===== config.mk =====
export PLATFORM = sky130hd
export DESIGN_NAME = nmi2apb_bridge
export DESIGN_NICKNAME = d
export VERILOG_FILES = /design/src/rtl/nmi2apb_pkg.sv /design/src/rtl/nmi2apb_decoder.sv /design/src/rtl/nmi2apb_bridge.sv
export SDC_FILE = /design/constraint.sdc
export NUM_CORES = 1
export LEC_CHECK = 0
export ABC_AREA = 1
export BUFFER_PORTS_ARGS = -buffer_cell sky130_fd_sc_hd__buf_2
export CORE_AREA = 4 4 188 190
export DETAILED_ROUTE_END_ITERATION = 8
export DIE_AREA = 0 0 192 194
export GPL_TIMING_DRIVEN = 0
export PLACE_DENSITY = 0.55
export SYNTH_ARGS = -nofsm -noshare
export SYNTH_HDL_FRONTEND = slang
export SYNTH_SLANG_ARGS = --single-unit

===== constraint.sdc =====
create_clock -name clk_i -period 8.8 [get_ports clk_i]
set_clock_uncertainty 0.2 [all_clocks]
set_input_delay 0.88 -clock clk_i [delete_from_list [all_inputs] [get_ports clk_i]]
set_output_delay 0.88 -clock clk_i [all_outputs]
set_load 0.005 [all_outputs]

===== src/rtl/nmi2apb_pkg.sv =====
// Shared types and constants for the NMI-to-APB4 bridge.
package nmi2apb_pkg;

  typedef enum logic [1:0] {
    ST_IDLE,
    ST_SETUP,
    ST_ACCESS,
    ST_RESP
  } state_e;

  localparam int         APB_DW        = 32;
  localparam int         APB_SW        = 4;
  localparam logic [2:0] APB_PPROT_DEF = 3'b000;

  // Width of the wait-state counter; never narrower than one bit.
  function automatic int cnt_width(input int cyc);
    int w;
    w = $clog2(cyc + 1);
    return (w < 1) ? 1 : w;
  endfunction

endpackage


===== src/rtl/nmi2apb_decoder.sv =====
// Priority base/mask address decoder: the lowest-index matching slave wins.
module nmi2apb_decoder
  import nmi2apb_pkg::*;
#(
  parameter int                    SLV_NUM  = 8,
  parameter logic [SLV_NUM*32-1:0] SLV_BASE = '0,
  parameter logic [SLV_NUM*32-1:0] SLV_MASK = '0
) (
  input  logic [APB_DW-1:0]  addr_i,
  output logic [SLV_NUM-1:0] sel_o,
  output logic               hit_o
);

  logic [SLV_NUM-1:0] match;

  for (genvar gi = 0; gi < SLV_NUM; gi++) begin : g_match
    assign match[gi] = (addr_i & SLV_MASK[32*gi +: 32]) == SLV_BASE[32*gi +: 32];
  end

  // Scan downwards so the lowest matching index is the last one written.
  always_comb begin
    sel_o = '0;
    for (int i = SLV_NUM - 1; i >= 0; i--) begin
      if (match[i]) begin
        sel_o    = '0;
        sel_o[i] = 1'b1;
      end
    end
  end

  assign hit_o = |match;

endmodule


===== src/rtl/nmi2apb_bridge.sv =====
// NMI master to APB4 bridge with address decode, wait-state timeout and a
// sticky error record.
module nmi2apb_bridge
  import nmi2apb_pkg::*;
#(
  parameter int                    SLV_NUM     = 8,
  parameter int                    TIMEOUT_CYC = 1023,
  parameter logic [SLV_NUM*32-1:0] SLV_BASE    = '0,
  parameter logic [SLV_NUM*32-1:0] SLV_MASK    = '0
) (
  input  logic                      clk_i,
  input  logic                      rst_i,
  input  logic                      mem_valid_i,
  input  logic [APB_DW-1:0]         mem_addr_i,
  input  logic [APB_DW-1:0]         mem_wdata_i,
  input  logic [APB_SW-1:0]         mem_wstrb_i,
  output logic [APB_DW-1:0]         mem_rdata_o,
  output logic                      mem_ready_o,
  output logic                      mem_err_o,
  output logic [APB_DW-1:0]         apb_paddr_o,
  output logic [2:0]                apb_pprot_o,
  output logic [SLV_NUM-1:0]        apb_psel_o,
  output logic                      apb_penable_o,
  output logic                      apb_pwrite_o,
  output logic [APB_DW-1:0]         apb_pwdata_o,
  output logic [APB_SW-1:0]         apb_pstrb_o,
  input  logic [SLV_NUM-1:0]        apb_pready_i,
  input  logic [SLV_NUM*APB_DW-1:0] apb_prdata_i,
  input  logic [SLV_NUM-1:0]        apb_pslverr_i,
  input  logic                      err_clr_i,
  output logic                      err_irq_o,
  output logic [APB_DW-1:0]         err_addr_o
);

  localparam int            CW      = cnt_width(TIMEOUT_CYC);
  localparam bit            TO_EN   = (TIMEOUT_CYC > 0);
  localparam logic [CW-1:0] TO_LAST = CW'((TIMEOUT_CYC > 0) ? TIMEOUT_CYC - 1 : 0);

  state_e             state_q, state_d;
  logic [SLV_NUM-1:0] sel_q, sel_d;
  logic               penable_q, penable_d;
  logic [APB_DW-1:0]  paddr_q, paddr_d;
  logic               pwrite_q, pwrite_d;
  logic [APB_DW-1:0]  pwdata_q, pwdata_d;
  logic [APB_SW-1:0]  pstrb_q, pstrb_d;
  logic [CW-1:0]      cnt_q, cnt_d;
  logic [APB_DW-1:0]  rdata_q, rdata_d;
  logic               ready_q, ready_d;
  logic               err_q, err_d;
  logic               irq_q, irq_d;
  logic [APB_DW-1:0]  eaddr_q, eaddr_d;

  logic [SLV_NUM-1:0] dec_sel;
  logic               dec_hit;
  logic               sel_rdy, sel_err;
  logic [APB_DW-1:0]  sel_rdata;
  logic [APB_DW-1:0]  rdata_mask [SLV_NUM];
  logic               rec_err;
  logic [APB_DW-1:0]  rec_addr;

  nmi2apb_decoder #(
    .SLV_NUM  (SLV_NUM),
    .SLV_BASE (SLV_BASE),
    .SLV_MASK (SLV_MASK)
  ) u_dec (
    .addr_i (mem_addr_i),
    .sel_o  (dec_sel),
    .hit_o  (dec_hit)
  );

  // Only the selected slave's response lines reach the FSM.
  for (genvar gi = 0; gi < SLV_NUM; gi++) begin : g_rd
    assign rdata_mask[gi] = sel_q[gi] ? apb_prdata_i[APB_DW*gi +: APB_DW] : '0;
  end

  always_comb begin
    sel_rdy   = |(apb_pready_i & sel_q);
    sel_err   = |(apb_pslverr_i & sel_q);
    sel_rdata = '0;
    for (int i = 0; i < SLV_NUM; i++) sel_rdata = sel_rdata | rdata_mask[i];
  end

  always_comb begin
    state_d   = state_q;
    sel_d     = sel_q;
    penable_d = penable_q;
    paddr_d   = paddr_q;
    pwrite_d  = pwrite_q;
    pwdata_d  = pwdata_q;
    pstrb_d   = pstrb_q;
    cnt_d     = cnt_q;
    rdata_d   = rdata_q;
    ready_d   = 1'b0;
    err_d     = 1'b0;
    rec_err   = 1'b0;
    rec_addr  = paddr_q;
    case (state_q)
      ST_IDLE: begin
        if (mem_valid_i) begin
          if (dec_hit) begin
            paddr_d  = mem_addr_i;
            pwdata_d = mem_wdata_i;
            pstrb_d  = mem_wstrb_i;
            pwrite_d = |mem_wstrb_i;
            sel_d    = dec_sel;
            state_d  = ST_SETUP;
          end else begin
            rdata_d  = '0;
            err_d    = 1'b1;
            ready_d  = 1'b1;
            rec_err  = 1'b1;
            rec_addr = mem_addr_i;
            state_d  = ST_RESP;
          end
        end
      end
      ST_SETUP: begin
        penable_d = 1'b1;
        cnt_d     = '0;
        state_d   = ST_ACCESS;
      end
      ST_ACCESS: begin
        if (sel_rdy) begin
          rdata_d   = pwrite_q ? '0 : sel_rdata;
          err_d     = sel_err;
          rec_err   = sel_err;
          sel_d     = '0;
          penable_d = 1'b0;
          ready_d   = 1'b1;
          state_d   = ST_RESP;
        end else if (TO_EN && cnt_q == TO_LAST) begin
          rdata_d   = '0;
          err_d     = 1'b1;
          rec_err   = 1'b1;
          sel_d     = '0;
          penable_d = 1'b0;
          ready_d   = 1'b1;
          state_d   = ST_RESP;
        end else begin
          cnt_d = cnt_q + 1'b1;
        end
      end
      ST_RESP: state_d = ST_IDLE;
      default: state_d = ST_IDLE;
    endcase

    // A new error takes priority over a coincident clear.
    irq_d   = irq_q;
    eaddr_d = eaddr_q;
    if (rec_err) begin
      irq_d   = 1'b1;
      eaddr_d = rec_addr;
    end else if (err_clr_i) begin
      irq_d = 1'b0;
    end
  end

  always_ff @(posedge clk_i or posedge rst_i) begin
    if (rst_i) begin
      state_q   <= ST_IDLE;
      sel_q     <= '0;
      penable_q <= 1'b0;
      paddr_q   <= '0;
      pwrite_q  <= 1'b0;
      pwdata_q  <= '0;
      pstrb_q   <= '0;
      cnt_q     <= '0;
      rdata_q   <= '0;
      ready_q   <= 1'b0;
      err_q     <= 1'b0;
      irq_q     <= 1'b0;
      eaddr_q   <= '0;
    end else begin
      state_q   <= state_d;
      sel_q     <= sel_d;
      penable_q <= penable_d;
      paddr_q   <= paddr_d;
      pwrite_q  <= pwrite_d;
      pwdata_q  <= pwdata_d;
      pstrb_q   <= pstrb_d;
      cnt_q     <= cnt_d;
      rdata_q   <= rdata_d;
      ready_q   <= ready_d;
      err_q     <= err_d;
      irq_q     <= irq_d;
      eaddr_q   <= eaddr_d;
    end
  end

  assign mem_rdata_o   = rdata_q;
  assign mem_ready_o   = ready_q;
  assign mem_err_o     = err_q;
  assign apb_paddr_o   = paddr_q;
  assign apb_pprot_o   = APB_PPROT_DEF;
  assign apb_psel_o    = sel_q;
  assign apb_penable_o = penable_q;
  assign apb_pwrite_o  = pwrite_q;
  assign apb_pwdata_o  = pwdata_q;
  assign apb_pstrb_o   = pstrb_q;
  assign err_irq_o     = irq_q;
  assign err_addr_o    = eaddr_q;

endmodule


==> reports/qor.yml <==
yosys_warnings: 0
crit_family: "buffers and inverters"
cap_violations: 0
p_int_mw: 1.86
grt_pass1_vias: 5628
timing.fmax_ghz: 0.406
grt_max_degree: 120
power_density_mw_per_mm2: 343
antenna_found_initial: 3
routed_wl_um: 19800
detail_route.vias_per_cell: 3.87
final_core_util: 0.257
crit_cells: 8
gp_routability_congestion: 0.794
cts_tree: "done"
dieHeight_um: 194
hpwl_um: 14700
die_width_um: 192
start_util: 0.183
vias: 5498
firstDrtPassIters: 4
final.setup.tns_ns: 0
seqCellArea_sq_mm: 0.00375
arrival_ns: 2.64
end_kind: "register"
peakVddDrop_mv: 0.183
die_area_sq_mm: 0.0372
switchingPower_mw: 1.09
cp_cell_sequence: "inv_1 > ha_1 > nand2_1 > inv_1 > buf_2 > clkbuf_1 > nand2_1 > nand2_1"
syn_inst: 686
p_comb_frac: 0.334
crit_path_max_incr_delay_ns: 0.40
fill_cells: 3638
synth_seq_area_share: 0.612
clock_sinks: 150
critPathMaxFanout: 10
clk_path_buf_depth: 2
clkPwrFrac: 0.268
grt_pass1_wl_um: 31300
crit_required_ns: 8.98
clock-root-buffer: "clkbuf_16"
path_buf_inv: 4
area_growth_pct: 40.4
grt_overflow_total: 0
io_buffers: 243
cp-endpoint: "apb_pwdata_o[23]$_DFFE_PP0P_"
swShare: 0.368
cpMostUsedCell: "nand2_1"
period_needed_ns: 2.46
core.rowCount: 67
ys_ff_latch: 150
numCtsBuffers: 17
hold_violations: 0
drive_gt1_frac: 0.319
rsz0062_at_grt: "false"
drtIter0Drc: 135
insertion_delay_ns: 0.44
gr-usage-all-layers: 0.107
r2r_start: "state_q[0]$_DFFE_PP0P_"
antenna_left: 0
period_share: 0.280
ctsHoldBuffers: 0
cpMaxStageDelayCell: "clkbuf_1"
maxSlewHeadroom: 0.519
seqPwrFrac: 0.397
top_level_ports: 492
worst_pin_slew_ns: 0.721
hp-class: "in -> async"
drc: 0
nets: 1307
finalSetupViolCount: 0
path_class: "reg -> reg"
synth_cell_types: 26
cp-startpoint: "state_q[0]$_DFFE_PP0P_"
reg2regPathDepth: 8
drv_slew: 0
outcome: "completed"
h-tree-depth: 4
multi_input_comb_area_sq_mm: 0.00201
synth_area_sq_mm: 0.00613
leakagePower_nw: 4.68
post_synth.cell_area_avg_sq_um: 8.94
coreArea_sq_mm: 0.0334
reg2reg_slack_ns: 6.34
crit_path_start_kind: "register"
cts_resized: 0
clk_pin_slew_ns: 0.07
post_cts_buffers: 0
reg2reg_to: "apb_pwdata_o[23]$_DFFE_PP0P_"
routedWlPerCell_um: 14.0
## power by group through the flow
stage	sequential, mW	combinational, mW	clock [mW]
global placement	1.17	0.997	0
floorplan	1.19	0.460	0
CTS	1.17	1.01	0.819
finish	1.17	0.986	0.792
global route	1.21	1.14	0.844
detailed placement	1.18	1.01	0
## kinds of logic (layout without fill, tap and decap cells)
logic type | count (synthesis) | in the layout | synth area share
simple gates | 376 | 376 | 0.256
compound gates | 65 | 65 | 0.0557
buf+inv | 89 | 365 | 0.0653
other cells | 1 | 11 | 0.000612
fa+ha+maj | 5 | 5 | 0.0102
flops | 150 | 150 | 0.612
## flip-flops by register name, indices dropped and copies added (netlist names)
| signal | count |
|---|---|
| mem_ready_o | 1 |
| apb_penable_o | 1 |
| apb_paddr_o | 32 |
| cnt_q | 10 |
| mem_err_o | 1 |
| apb_pwdata_o | 32 |
| err_irq_o | 1 |
| mem_rdata_o | 32 |
| err_addr_o | 32 |
| state_q | 2 |
| apb_pwrite_o | 1 |
| apb_pstrb_o | 4 |
| apb_psel_o | 1 |
## cell type report
class | count | area share
flip-flops and latches | 150 | 0.436
multi-input cells | 456 | 0.234
repair buffers | 244 | 0.144
well taps | 448 | 0.0651
clock buffers | 18 | 0.0510
plain buffers | 45 | 0.0273
clock inverters | 14 | 0.0220
inverters | 44 | 0.0201
diodes | 1 | 0.000291
## worst min path at each step
| stage | from | endpoint | depth (start not counted) |
|---|---|---|---|
| after floorplan | state_q[0]$_DFFE_PP0P_ | state_q[0]$_DFFE_PP0P_ | 2 |
| after global placement | apb_pstrb_o[1]$_DFFE_PP0P_ | apb_pstrb_o[1]$_DFFE_PP0P_ | 2 |
| after detailed placement | err_addr_o[24]$_DFFE_PP0P_ | err_addr_o[24]$_DFFE_PP0P_ | 2 |
| after CTS | rst_i | apb_pwdata_o[28]$_DFFE_PP0P_ | 2 |
| after global routing | rst_i | apb_paddr_o[23]$_DFFE_PP0P_ | 2 |
| final | rst_i | apb_pwdata_o[26]$_DFFE_PP0P_ | 2 |
## placed cells by master (no fill, tap or decap), types with 3 or more instances in the layout
master / n
dfrtp_1: 150
inv_6: 4
nand2_1: 275
clkbuf_16: 17
clkinv_4: 3
inv_8: 3
nand3_1: 79
o21ai_1: 6
a21oi_1: 3
buf_1: 4
bufinv_16: 3
buf_4: 10
clkbuf_1: 23
buf_6: 3
o21ai_2: 4
or2_2: 4
conb_1: 10
nor2_1: 10
ha_1: 5
inv_1: 42
o21ai_0: 51
buf_2: 248
## Yosys cell counts (all sizes together)
master / count / share of area
nand4: 1 / 0.0010
conb: 1 / 0.00061
o21ai: 61 / 0.052
ha: 5 / 0.010
buf: 22 / 0.024
or2: 4 / 0.0041
a21oi: 3 / 0.0024
nand2: 277 / 0.17
nor2: 12 / 0.0090
a31oi: 1 / 0.0010
inv: 44 / 0.027
nor3: 1 / 0.00082
nand3: 81 / 0.069
clkbuf: 23 / 0.014
dfrtp: 150 / 0.61
## metal layers
| metal | part of all wire | routed length, um | up-vias | GRT usage |
|---|---|---|---|---|
| li1 | - | - | 2690 | - |
| met1 | 0.45 | 8970 | 2540 | 0.135 |
| met2 | 0.42 | 8330 | 241 | 0.162 |
| met3 | 0.11 | 2170 | 23 | 0.0493 |
| met4 | 0.016 | 316 | 4 | 0.0343 |
| met5 | 0.0014 | 27 | - | 0 |
## through the flow
stage / setup WS [ns] / cell area (sq um) / cells / total power [mW] / hold slack, ns
detailed placement: 6.00 / 7980 / 1387 / 2.19 / 0.262
finish: 6.34 / 8610 / 1420 / 2.95 / 0.189
floorplan: 3.68 / 6160 / 695 / 1.65 / 0.253
CTS: 6.29 / 8600 / 1419 / 3.00 / 0.170
global placement: 1.56 / 7940 / 1386 / 2.17 / 0.258
global route: 6.04 / 8600 / 1419 / 3.19 / 0.185
Note: power is estimated with default switching activity, not from simulation.
